--- src/rtl/control_signals_struct.svh ---
// Control bundle handed down the pipeline alongside each instruction.
`ifndef CONTROL_SIGNALS_STRUCT_SVH
`define CONTROL_SIGNALS_STRUCT_SVH

typedef struct packed {
    logic [6:0]  opcode;
    logic [2:0]  funct3;
    logic [4:0]  dest_reg;
    logic [63:0] pc;
} control_signals_struct;

`endif

--- src/rtl/mem_stage_pkg.sv ---
// Shared types, opcode/funct3 constants and access-decode helpers for the memory stage.
package mem_stage_pkg;

    `include "control_signals_struct.svh"

    typedef enum logic [1:0] {
        ST_IDLE = 2'd0,
        ST_REQ  = 2'd1,
        ST_WAIT = 2'd2,
        ST_DONE = 2'd3
    } mem_state_t;

    localparam logic [6:0] OPC_LOAD  = 7'b0000011;
    localparam logic [6:0] OPC_STORE = 7'b0100011;

    localparam logic [2:0] F3_B  = 3'b000;
    localparam logic [2:0] F3_H  = 3'b001;
    localparam logic [2:0] F3_W  = 3'b010;
    localparam logic [2:0] F3_D  = 3'b011;
    localparam logic [2:0] F3_BU = 3'b100;
    localparam logic [2:0] F3_HU = 3'b101;
    localparam logic [2:0] F3_WU = 3'b110;

    // Low offset bits that must be zero for an access of the given size.
    function automatic logic [2:0] align_mask(input logic [1:0] size_code);
        logic [2:0] m;
        case (size_code)
            2'b00:   m = 3'b000;
            2'b01:   m = 3'b001;
            2'b10:   m = 3'b011;
            default: m = 3'b111;
        endcase
        return m;
    endfunction

    // Byte-enable pattern for an access of the given size, before lane shifting.
    function automatic logic [7:0] byte_mask(input logic [1:0] size_code);
        logic [7:0] m;
        case (size_code)
            2'b00:   m = 8'h01;
            2'b01:   m = 8'h03;
            2'b10:   m = 8'h0F;
            default: m = 8'hFF;
        endcase
        return m;
    endfunction

    // A memory op faults on an illegal funct3 or a misaligned offset.
    function automatic logic access_fault(input logic       is_load,
                                          input logic       is_store,
                                          input logic [2:0] funct3,
                                          input logic [2:0] offset);
        logic illegal;
        logic misaligned;
        illegal    = (is_load && (funct3 == 3'b111)) || (is_store && funct3[2]);
        misaligned = (offset & align_mask(funct3[1:0])) != 3'b000;
        return (is_load || is_store) && (illegal || misaligned);
    endfunction

endpackage

--- src/rtl/load_data_align.sv ---
// Extracts the addressed byte/half/word/double from a response doubleword and extends it.
module load_data_align
    import mem_stage_pkg::*;
(
    input  logic [63:0] dcache_resp_data,
    input  logic [2:0]  offset,
    input  logic [2:0]  funct3,
    output logic [63:0] load_value
);

    logic [63:0] shifted;
    logic        sign_en;

    assign shifted = dcache_resp_data >> {offset, 3'b000};
    // funct3[2] selects the unsigned (zero-extending) variants.
    assign sign_en = ~funct3[2];

    // Truncate to the access size, then sign- or zero-extend.
    always_comb begin
        load_value = '0;
        case (funct3[1:0])
            2'b00:   load_value = {{56{sign_en & shifted[7]}},  shifted[7:0]};
            2'b01:   load_value = {{48{sign_en & shifted[15]}}, shifted[15:0]};
            2'b10:   load_value = {{32{sign_en & shifted[31]}}, shifted[31:0]};
            default: load_value = shifted;
        endcase
    end

endmodule

--- src/rtl/memory_access_stage.sv ---
// Pipeline memory stage: latches the execute result, runs one data-cache
// transaction for loads/stores and holds the result until write-back acks.
//
// Request channel: dcache_req_valid rises in REQ and, together with addr/write/
// wdata/strb, stays constant until the cycle where valid && ready are both high;
// that cycle is the transfer. The response channel is valid-only: one
// dcache_resp_valid pulse is taken only in WAIT, so it can never coincide with
// request acceptance. Responses seen in any other state are dropped.
// The datapath assumes DATA_WIDTH == 64 and ADDR_WIDTH <= DATA_WIDTH.
module memory_access_stage
    import mem_stage_pkg::*;
#(
    parameter int ADDR_WIDTH = 64,
    parameter int DATA_WIDTH = 64
) (
    input  logic                  clk,
    input  logic                  reset,
    input  logic                  mem_module_enable,
    input  logic [DATA_WIDTH-1:0] alu_result,
    input  logic [DATA_WIDTH-1:0] store_data,
    input  control_signals_struct control_signals,
    output logic                  dcache_req_valid,
    input  logic                  dcache_req_ready,
    output logic [ADDR_WIDTH-1:0] dcache_req_addr,
    output logic                  dcache_req_write,
    output logic [DATA_WIDTH-1:0] dcache_req_wdata,
    output logic [7:0]            dcache_req_strb,
    input  logic                  dcache_resp_valid,
    input  logic [DATA_WIDTH-1:0] dcache_resp_data,
    input  logic                  next_stage_ack,
    output logic [DATA_WIDTH-1:0] loaded_data,
    output logic [DATA_WIDTH-1:0] alu_result_out,
    output control_signals_struct control_signals_out,
    output logic                  mem_fault,
    output logic                  memory_done,
    output mem_state_t            state_dbg
);

    mem_state_t            state_q, state_d;
    logic [DATA_WIDTH-1:0] alu_q;
    control_signals_struct ctrl_q;
    logic [DATA_WIDTH-1:0] wdata_q;
    logic [7:0]            strb_q;
    logic                  write_q;
    logic                  fault_q;
    logic [DATA_WIDTH-1:0] loaded_q;

    logic                  accept_q;
    logic                  in_is_load;
    logic                  in_is_store;
    logic                  in_fault;
    logic [63:0]           align_value;

    // Decode of the incoming instruction, only meaningful while IDLE.
    assign in_is_load  = (control_signals.opcode == OPC_LOAD);
    assign in_is_store = (control_signals.opcode == OPC_STORE);
    assign in_fault    = access_fault(in_is_load, in_is_store,
                                      control_signals.funct3, alu_result[2:0]);
    assign accept_q    = (state_q == ST_IDLE) && mem_module_enable;

    load_data_align u_align (
        .dcache_resp_data (dcache_resp_data),
        .offset           (alu_q[2:0]),
        .funct3           (ctrl_q.funct3),
        .load_value       (align_value)
    );

    // State register; reset abandons any in-flight transaction.
    always_ff @(posedge clk or negedge reset) begin
        if (!reset) begin
            state_q <= ST_IDLE;
        end else begin
            state_q <= state_d;
        end
    end

    // Next-state logic.
    always_comb begin
        state_d = state_q;
        case (state_q)
            ST_IDLE: begin
                if (mem_module_enable) begin
                    if ((in_is_load || in_is_store) && !in_fault) begin
                        state_d = ST_REQ;
                    end else begin
                        state_d = ST_DONE;
                    end
                end
            end
            ST_REQ:  if (dcache_req_ready)  state_d = ST_WAIT;
            ST_WAIT: if (dcache_resp_valid) state_d = ST_DONE;
            ST_DONE: if (next_stage_ack)    state_d = ST_IDLE;
            default: state_d = ST_IDLE;
        endcase
    end

    // Handshake outputs decoded purely from the state register.
    always_comb begin
        dcache_req_valid = (state_q == ST_REQ);
        memory_done      = (state_q == ST_DONE);
        state_dbg        = state_q;
    end

    // Instruction latch plus captured load value.
    always_ff @(posedge clk or negedge reset) begin
        if (!reset) begin
            alu_q    <= '0;
            ctrl_q   <= '0;
            wdata_q  <= '0;
            strb_q   <= '0;
            write_q  <= 1'b0;
            fault_q  <= 1'b0;
            loaded_q <= '0;
        end else if (accept_q) begin
            alu_q    <= alu_result;
            ctrl_q   <= control_signals;
            wdata_q  <= store_data << {alu_result[2:0], 3'b000};
            strb_q   <= byte_mask(control_signals.funct3[1:0]) << alu_result[2:0];
            write_q  <= in_is_store;
            fault_q  <= in_fault;
            loaded_q <= '0;
        end else if ((state_q == ST_WAIT) && dcache_resp_valid && !write_q) begin
            loaded_q <= align_value;
        end
    end

    assign dcache_req_addr     = alu_q[ADDR_WIDTH-1:0];
    assign dcache_req_write    = write_q;
    assign dcache_req_wdata    = wdata_q;
    assign dcache_req_strb     = strb_q;
    assign loaded_data         = loaded_q;
    assign alu_result_out      = alu_q;
    assign control_signals_out = ctrl_q;
    assign mem_fault           = fault_q;

endmodule

--- config.mk ---
export PLATFORM = sky130hd
export DESIGN_NAME = memory_access_stage
export DESIGN_NICKNAME = d
export VERILOG_FILES = /design/src/rtl/mem_stage_pkg.sv /design/src/rtl/load_data_align.sv /design/src/rtl/memory_access_stage.sv
export VERILOG_INCLUDE_DIRS = /design/src /design/src/rtl
export SDC_FILE = /design/constraint.sdc
export NUM_CORES = 1
export LEC_CHECK = 0
export CAP_MARGIN = 15
export CORE_AREA = 2 2 242 244
export CTS_CLUSTER_DIAMETER = 200
export CTS_CLUSTER_SIZE = 10
export DETAILED_ROUTE_END_ITERATION = 16
export DIE_AREA = 0 0 244 246
export HOLD_SLACK_MARGIN = 0.12
export PLACE_DENSITY = 0.55
export SLEW_MARGIN = 20
export SYNTH_ARGS = -nofsm -noshare
export SYNTH_HDL_FRONTEND = slang
export SYNTH_HIERARCHICAL = 1
export SYNTH_SLANG_ARGS = --single-unit
--- constraint.sdc ---
create_clock -name clk -period 5.31 [get_ports clk]
set_input_delay 0.531 -clock clk [delete_from_list [all_inputs] [get_ports clk]]
set_output_delay 0.531 -clock clk [all_outputs]
set_load 0.01 [all_outputs]
==> results of run 1 <==
## logic make-up after synthesis
kind of cell	after synthesis	synth area share (%)
DFF	283	46.9
and+or+nand+nor	759	20.1
adders and majority gates	5	0.414
muxes	156	15.1
buffers and inverters	194	7.96
AOI/OAI and AO/OA	223	9.51
## cell usage in the layout, fill, tap and decap left out, types with 24 or more instances in the layout
cell and count:
a21oi_1 83, clkbuf_16 34, clkdlybuf4s50_1 622, dfrtp_1 280, mux2i_1 89, mux4_2 57
nand2_1 665, nand4_1 26, nor2_1 24, o21ai_0 34
## critical path, stage by stage (launching register included)
cell and delay (ns):
dfrtp_4 0.65, buf_4 0.65, clkdlybuf4s50_1 0.66
## layer usage
layer | vias to the layer above | wire, µm
met5 | - | 41
met4 | 6 | 2070
met3 | 94 | 5230
met2 | 570 | 29600
met1 | 6776 | 23500
li1 | 6386 | -
## power by group
part           switching (W)  total [W]  internal (W)
clock               0.000920    0.00206       0.00114
combinational        0.00310    0.00626       0.00316
sequential          0.000742    0.00380       0.00306
## through the flow
stage | util [%] | cells | setup WS [ns] | hold WS [ns]
after floorplan | - | 1620 | 3.52 | 0.235
after global placement | 37.2 | 2840 | 2.30 | 0.460
after detailed placement | 37.2 | 2840 | 2.33 | 0.461
after CTS | 38.7 | 2879 | 2.18 | 0.475
after global routing | 38.7 | 2879 | 2.08 | 0.490
final | 38.8 | 2880 | 2.25 | 0.469
## flip-flops by register name (all words and copies together), names as in the netlist
register             count
control_signals_out     79
alu_result_out          64
dcache_req_wdata        64
loaded_data             64
dcache_req_strb          8
state_dbg                2
dcache_req_write         1
mem_fault                1
## worst paths after layout
path | endpoint | cells after the start | from
worst max register to register | loaded_data[6]$_DFFE_PN0P_ | 6 | alu_result_out[0]$_DFFE_PN0P_
min in group asynchronous | alu_result_out[22]$_DFFE_PN0P_ | 2 | reset
worst max-delay path | dcache_req_addr[0] | 2 | alu_result_out[0]$_DFFE_PN0P_
worst min-delay path | control_signals_out[75]$_DFFE_PN0P_ | 2 | control_signals_out[75]$_DFFE_PN0P_
worst min register to register | control_signals_out[75]$_DFFE_PN0P_ | 2 | control_signals_out[75]$_DFFE_PN0P_
max in group asynchronous | control_signals_out[35]$_DFFE_PN0P_ | 3 | reset
## cell type report
type / instances / share of cell area [%]
Multi-Input combinational cell: 1143 / 30.8
Clock inverter: 2 / 0.113
Tap cell: 765 / 4.31
Timing Repair Buffer: 643 / 28.9
Sequential cell: 283 / 31.9
Inverter: 7 / 0.118
Clock buffer: 36 / 3.86
Antenna cell: 1 / 0.0113
==> results.py, run 1 <==
metrics = {
    "run_status": {
        "status": "complete, no violations",
    },
    "global_route": {
        "top_usage_layer": "met2",
        "grt_usage_pct": 19.4,
        "grt_use_met1_pct": 23.1,
        "grtUsageMet3_pct": 6.02,
        "antenna_found_initial": 5,
        "grt_first_pass_wirelength_um": 89000,
        "grt_overflow": 0,
        "use_met2_pct": 32.9,
        "grt_pass1_vias": 13905,
        "grt_max_degree": 139,
    },
    "setup_path": {
        "path_max_fanout": 49,
        "r2r_setup_slack_ns": 2.45,
        "worstPathArrival_ns": 2.53,
        "path_class": "reg2out",
        "cp.required_ns": 4.78,
        "end_kind": "output port",
        "start_kind": "flop",
    },
    "logic_synthesis": {
        "synth_ff_type": "dfrtp_1",
        "yosysMostFrequentCell": "nand2_1",
        "syn-cell-area_um2": 15100,
        "ys_warn_count": 6,
        "synth.distinct_cells": 57,
        "seq_area_frac_synth_pct": 46.9,
        "yosys.area.top_type": "dfrtp_1",
        "synth.top_cell.area_share_pct": 46.9,
        "synth_commonest_cells": "665 x nand2_1, 283 x dfrtp_1, 89 x mux2i_1",
        "async_flop_share_pct": 100,
        "synth-seq-cells": 283,
        "synthTopCellsByArea": "dfrtp_1 47%, nand2_1 17%, mux4_2 8.5%, mux2i_1 5.9%, buf_4 3.8%",
        "synthCells": 1620,
        "syn_nets": 1902,
        "avgSynthCellArea_um2": 9.33,
        "synth_edf_count": 0,
    },
    "clock_tree": {
        "worst_skew_pair.late_latency_ns": 0.53,
        "clk_path_buf_depth": 3,
        "htreeDepth": 2,
        "cts.sinks": 283,
        "root_buffer": "clkbuf_16",
        "cts_tree": "built",
        "numCtsBuffers": 34,
        "postCtsSetupBuffers": 0,
        "cts_hold_buffers": 1,
        "postCtsResizedCells": 0,
        "clk_pin_slew_ns": 0.06,
    },
    "placement": {
        "dpl_cell_area_um2": 21300,
        "gp_congestion": 0.933,
        "post-dp-hpwl_um": 44900,
        "portBuffers": 625,
    },
    "final_layout": {
        "fin_area_um2": 22200,
        "regArea_um2": 7090,
        "drive_above_1_share_pct": 6.58,
        "final_nets": 2394,
        "multiInputGateArea_um2": 6860,
        "nFillCells": 5782,
        "synthToLayoutAreaGrowth_pct": 47.1,
    },
    "timing": {
        "tns_ns": 0,
        "tightest_slew_ns": 1.04,
        "period_needed_ns": 3.06,
        "grt_setup_unrepaired": "false",
        "slew_headroom_pct": 31.0,
        "hold_viol": 0,
        "setup_violations": 0,
        "finalMaxSlewViolations": 0,
        "fmax_ghz": 0.326,
        "finClkSkew_ns": 0.0303,
        "finalCritPeriodShare_pct": 57.7,
    },
    "floorplan": {
        "die_height_um": 246,
        "core_area_um2": 57400,
        "num_rows": 88,
        "start_util_pct": 26.3,
        "die_area_um2": 60000,
        "io_pins": 626,
        "die_x_um": 244,
    },
    "detailed_routing": {
        "first_pass_iters": 5,
        "ant_nets": 0,
        "viasPerCell": 4.80,
        "drt-initial-drc-count": 917,
        "drc": 0,
        "wl_um": 60500,
        "vias": 13832,
        "drt-wirelength-per-cell_um": 21.0,
    },
    "power_and_ir_drop": {
        "p_total_w": 0.0121,
        "p_per_area_nw_per_um2": 545,
        "peakVddDrop_v": 0.000264,
        "cellLeakagePower_nw": 9.70,
    },
    "worst_hold_path": {
        "worst_hold_path_type": "reg2reg",
    },
    "run": {
        "maxCapViolations": 0,
    },
}
Note: power is estimated with default switching activity, not from simulation.
==> run 2, diff against run 1 <==
--- a/config.mk
+++ b/config.mk
@@ -13,7 +13,7 @@
 export DETAILED_ROUTE_END_ITERATION = 16
 export DIE_AREA = 0 0 244 246
 export HOLD_SLACK_MARGIN = 0.12
-export PLACE_DENSITY = 0.55
+export PLACE_DENSITY = 0.57
 export SLEW_MARGIN = 20
 export SYNTH_ARGS = -nofsm -noshare
 export SYNTH_HDL_FRONTEND = slang
==> constraint.sdc (replaced) <==
create_clock -name clk -period 2.5 [get_ports clk]
set_input_delay 0.25 -clock clk [delete_from_list [all_inputs] [get_ports clk]]
set_output_delay 0.25 -clock clk [all_outputs]
set_load 0.01 [all_outputs]
==> run 2 against run 1 <==
Compared with the run above:
- clock-buffer cell count stayed put
- sequential cell count unchanged
- wire length rose by 3.7%
- hold slack worse by 0.25 ns
- power grew 120%
- non-clock buffer count up 42
- core utilization is 0.86 points higher
- sequential share of layout area down 0.70 points
- clock skew grew 0.0018 ns
==> results.py, run 2 (synthesis gave the netlist of run 1 again) <==
metrics = {
    "run_status": {
        "status": "complete, no violations",
    },
    "floorplan": {
        "io_pins": 626,
        "core_area_um2": 57400,
        "die_x_um": 244,
        "die_area_um2": 60000,
        "die_height_um": 246,
        "num_rows": 88,
        "start_util_pct": 26.3,
    },
    "timing": {
        "finalCritPeriodShare_pct": 91.0,
        "grt_setup_unrepaired": "false",
        "tightest_slew_ns": 0.800,
        "setup_violations": 0,
        "slew_headroom_pct": 46.5,
        "finClkSkew_ns": 0.0321,
        "period_needed_ns": 2.28,
        "fmax_ghz": 0.439,
        "finalMaxSlewViolations": 0,
        "tns_ns": 0,
        "hold_viol": 0,
        "hold_slack_ns": 0.221,
    },
    "placement": {
        "place_inst": 2881,
        "portBuffers": 625,
        "gp_congestion": 0.938,
        "post-dp-hpwl_um": 47300,
    },
    "power_and_ir_drop": {
        "p_per_area_nw_per_um2": 1150,
        "combPwrFrac_pct": 52.4,
        "internal_power_w": 0.0160,
        "pwr-share-clk_pct": 17.1,
        "netSwitchingPower_w": 0.0101,
        "cellLeakagePower_nw": 9.99,
        "seq_power_share_pct": 30.5,
        "peakVddDrop_v": 0.000597,
        "p_total_w": 0.0262,
        "switching_share_pct": 38.7,
    },
    "final_layout": {
        "postLayoutCoreUtil_pct": 39.6,
        "final_cells": 2923,
        "drive_above_1_share_pct": 8.44,
        "final_nets": 2436,
        "synthToLayoutAreaGrowth_pct": 50.4,
        "largest_register_ffs": 79,
        "final_cell_mix": "665 x nand2_1, 622 x clkdlybuf4s50_1, 280 x dfrtp_1",
        "final_common_cell": "nand2_1",
    },
    "setup_path": {
        "end_kind": "output port",
        "path_class": "reg2out",
        "path_max_fanout": 33,
        "start_kind": "flop",
        "cp.required_ns": 2.25,
        "worstPathArrival_ns": 2.03,
    },
    "detailed_routing": {
        "ant_nets": 0,
        "drt-initial-drc-count": 894,
        "wl_um": 62800,
        "viasPerCell": 4.83,
        "first_pass_iters": 5,
        "vias": 14115,
        "drc": 0,
        "drt-wirelength-per-cell_um": 21.5,
    },
    "clock_tree": {
        "htreeDepth": 2,
        "root_buffer": "clkbuf_16",
        "postCtsResizedCells": 0,
        "numCtsBuffers": 34,
        "clk_pin_slew_ns": 0.06,
        "cts_tree": "built",
        "clk_path_buf_depth": 3,
        "cts.sinks": 283,
        "worst_skew_pair.late_latency_ns": 0.54,
    },
    "run": {
        "maxCapViolations": 0,
    },
    "global_route": {
        "grt_first_pass_wirelength_um": 92900,
        "grt_usage_pct": 20.3,
        "grt_max_degree": 92,
        "antenna_found_initial": 6,
        "grt_overflow": 0,
        "grt_pass1_vias": 14553,
    },
    "worst_hold_path": {
        "worst_hold_path_type": "in2reg",
    },
}
## run 2: changes by cell type in the layout (fill, tap and decap cells not counted)
cell / before / now
nor2_1: 24 / 25
clkbuf_1: 2 / 1
clkbuf_16: 34 / 35
nor2_4: 2 / 1
buf_12: 2 / 14
clkinv_8: 1 / 2
buf_4: 16 / 46
## run 2: power by group through the flow
stage | Sequential, W | Clock (W) | Combinational (W)
floorplan | 0.00850 | 0 | 0.00631
global placement | 0.00801 | 0 | 0.0137
detailed placement | 0.00806 | 0 | 0.0138
CTS | 0.00801 | 0.00467 | 0.0139
global route | 0.00822 | 0.00483 | 0.0148
finish | 0.00797 | 0.00448 | 0.0137
## run 2: layout make-up
type / count / area (µm²)
Tap cell: 765 / 957
Antenna cell: 1 / 2.50
Inverter: 7 / 26.3
Multi-Input combinational cell: 1143 / 6850
Timing Repair Buffer: 685 / 6880
Sequential cell: 283 / 7090
Fill cell: 5752 / 34600
Clock buffer: 36 / 880
Clock inverter: 3 / 41.3
## run 2: path summary, 6_finish.rpt
path / startpoint / to / slack, ns / cells after the start
max: alu_result_out[0]$_DFFE_PN0P_ / alu_result_out[0] / 0.22 / 3
min: alu_result[0] / alu_result_out[0]$_DFFE_PN0P_ / 0.22 / 3
max reg2reg: state_dbg[0]$_DFFE_PN0P_ / control_signals_out[61]$_DFFE_PN0P_ / 0.30 / 7
min reg2reg: control_signals_out[32]$_DFFE_PN0P_ / control_signals_out[32]$_DFFE_PN0P_ / 0.47 / 2
max in group asynchronous: reset / dcache_req_wdata[41]$_DFFE_PN0P_ / 1.44 / 3
min in group asynchronous: reset / control_signals_out[18]$_DFFE_PN0P_ / 0.26 / 2
## run 2: stage by stage
stage          area (µm²)  setup slack [ns]
2_1_floorplan       15100             0.708
3_3_place_gp        21800             0.339
3_5_place_dp        21800             0.300
4_1_cts             22700             0.176
5_1_grt             22700             0.125
6_report            22700             0.224
## run 2: repair_timing
item / CTS / global route
setup endpoints to repair: 2 / 0
buffers inserted: 1 / 0
endpoints found under the hold margin: 53 / 0
hold buffers: 1 / 0
## run 2: critical path, cell delays in order (launching register included)
cell	delay, ns
dfrtp_4	0.44
buf_12	0.24
buf_4	0.25
clkdlybuf4s50_1	0.56
## run 2: routing by layer
metal,part of all wire (%),wire length (µm),track usage [%]
met5,0.025,16,0
met4,3.1,1980,6.67
met3,8.5,5350,5.96
met2,49,30900,35.0
met1,39,24500,24.2
==> run 3, diff against run 2 <==
==> constraint.sdc (replaced) <==
create_clock -name clk -period 2.5 [get_ports clk]
set_input_delay 0.5 -clock clk [delete_from_list [all_inputs] [get_ports clk]]
set_output_delay 0.5 -clock clk [all_outputs]
set_load 0.01 [all_outputs]
==> run 3 against run 2 <==
Compared with the run above:
- clock-buffer cell count down 1
- register-to-register slack worse by 0.08 ns
- clock power decreased by 2%
- wire length is 1.0% lower
- critical path depth is the same
- design area rose by 0.53%
- non-clock buffer count increased by 16
- critical endpoint is now dcache_req_valid
- largest cell class unchanged
- highest routed layer unchanged
==> results.py, run 3 (synthesis gave the netlist of run 1 again) <==
metrics = {
    "placement": {
        "place_inst": 2895,
        "post-dp-hpwl_um": 47200,
        "portBuffers": 625,
        "gp_congestion": 0.930,
        "dpl_cell_area_um2": 21900,
    },
    "timing": {
        "tns_ns": 0,
        "fmax_ghz": 0.423,
        "finClkSkew_ns": 0.0143,
        "finalMaxSlewViolations": 0,
        "tightest_slew_ns": 0.807,
        "hold_viol": 0,
        "finalCritPeriodShare_pct": 94.6,
        "slew_headroom_pct": 46.1,
        "grt_setup_unrepaired": "false",
        "hold_slack_ns": 0.426,
        "setup_violations": 0,
        "period_needed_ns": 2.36,
    },
    "setup_path": {
        "worstPathCellList": "inv_1 > ha_1 > clkdlybuf4s50_1",
        "path_class": "reg2out",
        "worstPathArrival_ns": 1.86,
        "cpMaxStageDelayCell": "clkdlybuf4s50_1",
        "crit_path_max_incr_delay_ns": 0.58,
        "end_kind": "output port",
        "start_kind": "flop",
        "cp.required_ns": 2.00,
        "path_max_fanout": 4,
    },
    "global_route": {
        "antenna_found_initial": 3,
        "grt_max_degree": 107,
        "grt_pass1_vias": 14082,
        "grt_first_pass_wirelength_um": 91700,
        "grt_overflow": 0,
        "grt_usage_pct": 20.0,
    },
    "floorplan": {
        "start_util_pct": 26.3,
        "io_pins": 626,
        "die_x_um": 244,
        "die_area_um2": 60000,
        "core_area_um2": 57400,
        "num_rows": 88,
        "die_height_um": 246,
    },
    "final_layout": {
        "fin_area_um2": 22800,
        "final_common_cell": "nand2_1",
        "synthToLayoutAreaGrowth_pct": 51.2,
        "drive_above_1_share_pct": 9.11,
        "final_cells": 2939,
        "largest_register_ffs": 79,
        "final_cell_mix": "665 x nand2_1, 622 x clkdlybuf4s50_1, 280 x dfrtp_1",
        "final_nets": 2452,
    },
    "detailed_routing": {
        "drc": 0,
        "drt-wirelength-per-cell_um": 21.1,
        "vias": 14208,
        "ant_nets": 0,
        "viasPerCell": 4.83,
        "wl_um": 62100,
        "first_pass_iters": 5,
        "drt-initial-drc-count": 1169,
    },
    "run": {
        "maxCapViolations": 0,
    },
    "clock_tree": {
        "worst_skew_pair.late_latency_ns": 0.54,
        "root_buffer": "clkbuf_16",
        "numCtsBuffers": 34,
        "clk_path_buf_depth": 3,
        "cts_tree": "built",
        "cts.sinks": 283,
        "postCtsResizedCells": 0,
        "htreeDepth": 2,
        "clk_pin_slew_ns": 0.06,
    },
    "run_status": {
        "status": "complete, no violations",
    },
    "power_and_ir_drop": {
        "cellLeakagePower_nw": 10.1,
        "combPwrFrac_pct": 52.6,
        "seq_power_share_pct": 30.6,
        "internal_power_w": 0.0161,
        "switching_share_pct": 38.7,
        "netSwitchingPower_w": 0.0102,
        "p_total_w": 0.0262,
        "peakVddDrop_v": 0.000655,
        "pwr-share-clk_pct": 16.8,
        "p_per_area_nw_per_um2": 1150,
    },
    "worst_hold_path": {
        "worst_hold_path_type": "in2async",
    },
}
[run 3: changes by cell type in the layout (fill, tap and decap cells not counted)]
cell / change
buf_12: +2
inv_6: +2
buf_4: +14
clkinv_8: -1
clkbuf_16: -1
[run 3: power groups by stage]
stage               Combinational [W]  Clock [W]  Sequential [W]
finish                         0.0138    0.00440         0.00803
floorplan                     0.00631          0         0.00850
global placement               0.0137          0         0.00808
detailed placement             0.0138          0         0.00811
global route                   0.0149    0.00476         0.00826
CTS                            0.0139    0.00460         0.00809
[run 3: repair_timing]
action | in CTS | in global routing
hold buffers | 1 | 0
setup buffers | 0 | 3
hold endpoints to repair | 21 | 0
setup endpoints to repair | 0 | 2
[run 3: per-stage QoR]
stage          setup WS [ns]  utilization (%)
2_1_floorplan          0.708                -
3_3_place_gp         -0.0170             38.2
3_5_place_dp         -0.0521             38.2
4_1_cts               0.0467             39.8
5_1_grt               0.0322             39.8
6_report               0.136             39.8
[run 3: area by class of cell]
| cell class | count | area (µm²) |
|---|---|---|
| Antenna cell | 1 | 2.50 |
| Clock buffer | 35 | 855 |
| Clock inverter | 4 | 42.5 |
| Fill cell | 5648 | 34500 |
| Inverter | 7 | 26.3 |
| Multi-Input combinational cell | 1143 | 6850 |
| Sequential cell | 283 | 7090 |
| Tap cell | 765 | 957 |
| Timing Repair Buffer | 701 | 7030 |
[run 3: critical path, delay by kind of cell, from the launching register on]
kind,cells,cell delay [ns]
DFF,1,0.42
adders and majority gates,1,0.19
buffers and inverters,2,0.73
[run 3: worst paths after layout]
kind | from | to | slack (ns) | cells after the start
max | state_dbg[1]$_DFFE_PN0P_ | dcache_req_valid | 0.14 | 3
min | reset | control_signals_out[27]$_DFFE_PN0P_ | 0.43 | 2
max reg2reg | alu_result_out[1]$_DFFE_PN0P_ | loaded_data[38]$_DFFE_PN0P_ | 0.22 | 8
min reg2reg | control_signals_out[60]$_DFFE_PN0P_ | control_signals_out[60]$_DFFE_PN0P_ | 0.47 | 2
max in group asynchronous | reset | alu_result_out[41]$_DFFE_PN0P_ | 1.29 | 3
min in group clk | control_signals_out[60]$_DFFE_PN0P_ | control_signals_out[60]$_DFFE_PN0P_ | 0.47 | 2
[run 3: routing by layer]
| metal | up-vias | wire length (µm) | GRT usage [%] |
|---|---|---|---|
| li1 | 6497 | - | - |
| met1 | 6953 | 24300 | 24.5 |
| met2 | 663 | 30900 | 34.4 |
| met3 | 93 | 5400 | 5.81 |
| met4 | 2 | 1530 | 5.31 |
| met5 | - | 13 | 0 |
